===== config.mk =====
export PLATFORM = sky130hd
export DESIGN_NAME = coo_dec_hls_deadlock_monitor_gen
export DESIGN_NICKNAME = d
export VERILOG_FILES = /design/src/rtl/coo_dec_hls_deadlock_monitor_gen.sv
export SDC_FILE = /design/constraint.sdc
export NUM_CORES = 1
export LEC_CHECK = 0
export ABC_AREA = 1
export BUFFER_PORTS_ARGS = -buffer_cell sky130_fd_sc_hd__buf_4
export CAP_MARGIN = 20
export CELL_PAD_IN_SITES_DETAIL_PLACEMENT = 1
export CELL_PAD_IN_SITES_GLOBAL_PLACEMENT = 1
export CORE_MARGIN = 2
export CORE_UTILIZATION = 24
export CTS_BUF_LIST = sky130_fd_sc_hd__clkbuf_16
export CTS_CLUSTER_DIAMETER = 80
export DETAILED_ROUTE_END_ITERATION = 8
export MAX_ROUTING_LAYER = met4
export PLACE_DENSITY = 0.8
export SYNTH_ARGS = -nofsm -noshare
export SYNTH_HDL_FRONTEND = slang
export SYNTH_SLANG_ARGS = --single-unit

===== constraint.sdc =====
create_clock -name clock -period 3.2 [get_ports clock]
set_input_delay 0.32 -clock clock [delete_from_list [all_inputs] [get_ports clock]]
set_output_delay 0.32 -clock clock [all_outputs]
set_load 0.01 [all_outputs]

===== src/rtl/coo_dec_hls_deadlock_monitor_gen.sv =====
// Deadlock monitor for one HLS dataflow region: merges stream, child and instance-stuck sources
// and debounces them over THRESH cycles. Define DEADLOCK_MON_DURATION_EN to build stall_cycles.
module coo_dec_hls_deadlock_monitor_gen #(
    parameter int unsigned         NUM_AXIS   = 4,
    parameter logic [NUM_AXIS-1:0] SUB_MASK   = 4'b1100,
    parameter int unsigned         NUM_CHILD  = 1,
    parameter int unsigned         NUM_INST   = 3,
    parameter int unsigned         THRESH     = 1,
    parameter bit                  INST_CHECK = 1'b1,
    localparam int unsigned        NUM_SRC    = NUM_AXIS + NUM_CHILD + 1,
    localparam int unsigned        SRC_W      = $clog2(NUM_SRC)
) (
    input  logic                 clock,
    input  logic                 reset_n,
    input  logic [NUM_AXIS-1:0]  axis_block_sigs,
    input  logic [NUM_CHILD-1:0] child_block_sigs,
    input  logic [NUM_INST-1:0]  inst_idle_sigs,
    input  logic [NUM_INST-1:0]  inst_block_sigs,
    input  logic                 clear_sticky,
    output logic                 block,
    output logic                 block_sticky,
    output logic [SRC_W-1:0]     first_src,
    output logic [15:0]          stall_cycles
);

    localparam int unsigned CNT_W = $clog2(THRESH + 1);

    typedef enum logic [1:0] {StIdle, StSuspect, StBlocked} state_e;

    state_e             state_q;
    logic [CNT_W-1:0]   cnt_q;
    logic [CNT_W:0]     cnt_inc;
    logic               cur_axis;
    logic               sub_axis;
    logic               child;
    logic               inst_term;
    logic               raw;
    logic               enter;
    logic [NUM_SRC-1:0] src;
    logic [SRC_W-1:0]   low_idx;

    assign cur_axis  = |(axis_block_sigs & ~SUB_MASK);
    assign sub_axis  = |(axis_block_sigs & SUB_MASK);
    assign child     = |child_block_sigs;
    // Every instance idle or blocked, with at least one actually blocked.
    assign inst_term = INST_CHECK && (&(inst_idle_sigs | inst_block_sigs)) && (|inst_block_sigs);
    assign raw       = cur_axis | sub_axis | child | inst_term;
    assign src       = {inst_term, child_block_sigs, axis_block_sigs};
    assign cnt_inc   = {1'b0, cnt_q} + (CNT_W + 1)'(1);

    assign enter = raw && ((state_q == StIdle && THRESH == 1) ||
                           (state_q == StSuspect && cnt_inc == (CNT_W + 1)'(THRESH)));

    always_comb begin
        low_idx = '0;
        for (int i = NUM_SRC - 1; i >= 0; i--) begin
            if (src[i]) low_idx = SRC_W'(i);
        end
    end

    assign block = (state_q == StBlocked);

    always_ff @(posedge clock) begin
        if (!reset_n) begin
            state_q      <= StIdle;
            cnt_q        <= '0;
            block_sticky <= 1'b0;
            first_src    <= '0;
        end else begin
            // A block entry outranks a simultaneous clear.
            if (enter) begin
                first_src    <= low_idx;
                block_sticky <= 1'b1;
            end else if (clear_sticky) begin
                block_sticky <= 1'b0;
            end
            unique case (state_q)
                StIdle: begin
                    if (raw) begin
                        if (THRESH == 1) begin
                            state_q <= StBlocked;
                        end else begin
                            state_q <= StSuspect;
                            cnt_q   <= CNT_W'(1);
                        end
                    end
                end
                StSuspect: begin
                    if (!raw) begin
                        state_q <= StIdle;
                        cnt_q   <= '0;
                    end else begin
                        cnt_q <= cnt_inc[CNT_W-1:0];
                        if (enter) state_q <= StBlocked;
                    end
                end
                StBlocked: begin
                    if (!raw) begin
                        state_q <= StIdle;
                        cnt_q   <= '0;
                    end
                end
                default: begin
                    state_q <= StIdle;
                    cnt_q   <= '0;
                end
            endcase
        end
    end

`ifdef DEADLOCK_MON_DURATION_EN
    logic [15:0] stall_q;

    always_ff @(posedge clock) begin
        if (!reset_n) begin
            stall_q <= 16'h0000;
        end else if (enter) begin
            stall_q <= 16'h0001;
        end else if (state_q == StBlocked && raw && stall_q != 16'hFFFF) begin
            stall_q <= stall_q + 16'h0001;
        end
    end

    assign stall_cycles = stall_q;
`else
    assign stall_cycles = 16'h0000;
`endif

endmodule


==> results.cfg <==
[status]
status = complete, no violations

[synthesis]
synth_largest_type_area_fraction = 0.298
syn-cell-area_um2 = 403
seq_area_frac_synth = 0.248
yosysWarnings = 0
ys_types = 14
yosysTopAreaCell = buf_4
ys_top_cells_by_area = buf_4 (30%), dfxtp_1 (25%), nand2_1 (11%)
syn_avg_cell_area_um2 = 6.60
synth-seq-cells = 5
netlist_instances = 61

[floorplanning]
core_um2 = 1540
die_h_um = 45.0
die_width_um = 45.0
rows = 14
initial_utilization = 0.261
io_pins = 35
dieArea_um2 = 2020

[sta]
finalClockSkew_ns = 0.00144
finalCritPeriodShare = 0.412
period_needed_ns = 1.32
drv_slew = 0
final.setup.tns_ns = 0
setup_violations = 0
max_freq_mhz = 758
rsz0062_at_grt = no
final-hold-violation-count = 0

[detailed_routing]
drtIter0Drc = 0
route.met2.wl_um = 491
wl_um = 925
highest_layer = met4
ant_nets = 0
routedWlPerCell_um = 9.44
wl_met3_um = 113
drc = 0
wl_met1_um = 309
drt_first_pass_iters = 1
route.vias.total = 384
viasPerCell = 3.92

[cts]
path_clk_slew_ns = 0.03
cts-root-buf = clkbuf_16
cts.repair.resized = 0
htree_levels = 1
cts_buffer_depth = 2
clkSinkCount = 5
holdBufCountCts = 0
cts_buffers = 3
cts_setup_buffers = 0
cts_tree = done
clk-insertion-delay-late_ns = 0.22

[setup_path]
cp_num_buf_inv = 3
start_kind = input pin
reg2regPathDepth = 6
worstPathCellList = buf_4 > inv_1 > nand2_1 > nor3_1 > nand3_1 > ha_1 > inv_1 > nor2_1 > nand2_1 > a21oi_2
critPathMaxStageDelay_ns = 0.24
crit_family = simple AND/OR/NAND/NOR gates
worstPathRequired_ns = 3.31
critPathMaxFanout = 5
crit_cells = 10
crit_arrival_ns = 1.43
setup.worst_path.end_class = flip-flop
slowest_stage = ha_1
crit_type = in2reg

[pwr]
power_frac_comb = 0.291
seqPwrFrac = 0.227
total_power_mw = 0.413
swShare = 0.273
ir_worst_vdd_mv = 0.300
p_clk_frac = 0.482
power_density_nw_per_um2 = 720
p_int_mw = 0.300
p_leak_nw = 0.333
p_sw_mw = 0.113

[worst_hold_path]
hold_depth = 4
hold_path.class = in2reg

[placed_design]
port_buffers = 18
place_congestion = 0.629
dp.final_hpwl_um = 812

[global_route]
grt_pass1_wl_um = 1540
antenna_found_initial = 0
grt_pass1_vias = 389
track_usage = 0.119
grt_max_degree = 6
grt_overflow = 0

[finish]
synthToLayoutAreaGrowth_pct = 42.2
num_antenna_cells = 0
nNetsFinal = 98
final_layout_size_suffix_gt1_frac = 0.280

[flow_run]
max-cap-violations = 0
## path summary, 6_finish.rpt
check,start,endpoint,slack (ns)
setup / recovery,axis_block_sigs[2],first_src[0]$_SDFFE_PN0P_,1.88
hold / removal,clear_sticky,block_sticky$_SDFFE_PN0P_,0.35
setup reg to reg,state_q[1]$_SDFFE_PN0P_,first_src[0]$_SDFFE_PN0P_,2.16
hold reg to reg,block_sticky$_SDFFE_PN0P_,block_sticky$_SDFFE_PN0P_,0.46
## cell usage in the layout (no fill, tap or decap)
master      n
inv_1      10
nor2_1      5
o21ai_0     3
dfxtp_1     5
conb_1     16
nand2_1    12
nand3_1     2
ha_1        1
buf_4      18
nor3_1      1
clkbuf_16   3
a21oi_2     1
nor2_2      1
a21oi_1     3
xor2_1      1
## synth_stat cells
master and number:
a21oi_1 3, a21oi_2 1, buf_4 16, conb_1 1, dfxtp_1 5, ha_1 1, inv_1 9, nand2_1 12
nand3_1 2, nor2_1 5, nor2_2 1, nor3_1 1, o21ai_0 3, xor2_1 1
## kinds of logic after synthesis
group / Yosys count / share of synthesized area
simple gates: 21 / 0.211
compound gates: 7 / 0.0963
xor+xnor: 1 / 0.0217
flops: 5 / 0.248
other cells: 1 / 0.00931
buf+inv: 25 / 0.382
fa+ha+maj: 1 / 0.0311
## flip-flops by register name, summed over array words and instances, names as in the netlist
name and cells:
first_src 3, state_q 1, block_sticky 1
## power groups by stage
stage	Clock (mW)	Combinational (mW)	Sequential, mW
floorplan	0	0.0740	0.102
global placement	0	0.116	0.0941
detailed placement	0	0.122	0.0951
CTS	0.203	0.122	0.0944
global route	0.211	0.137	0.0972
finish	0.199	0.120	0.0936
## layer usage
layer | up-vias | track usage
met5 | - | -
met4 | 0 | 0.0529
met3 | 2 | 0.0720
met2 | 22 | 0.209
met1 | 167 | 0.0973
li1 | 193 | -
## stage by stage
stage	cells	hold WS [ns]	worst slack, ns	util	cell area (µm²)
after global routing	98	0.376	1.68	0.372	573
after floorplan	76	0.458	1.93	-	459
final	98	0.353	1.88	0.372	573
after CTS	98	0.357	1.85	0.372	573
after detailed placement	94	0.463	1.62	0.321	494
after global placement	94	0.462	1.68	0.321	494
## worst register-to-register path, cell delays in order, from the launching register on
cell and delay [ns]:
dfxtp_1 0.35, inv_1 0.06, ha_1 0.24, inv_1 0.11, nor2_1 0.05, nand2_1 0.07
a21oi_2 0.05
## cell type report
class	count	area [µm²]
fillers	209	968
multi-input cells	46	205
repair buffers	18	135
flip-flops and latches	5	100
clock buffers	3	75.1
inverters	9	33.8
well taps	16	20.0
clock inverters	1	3.75
(Power assumes the default switching activity.)
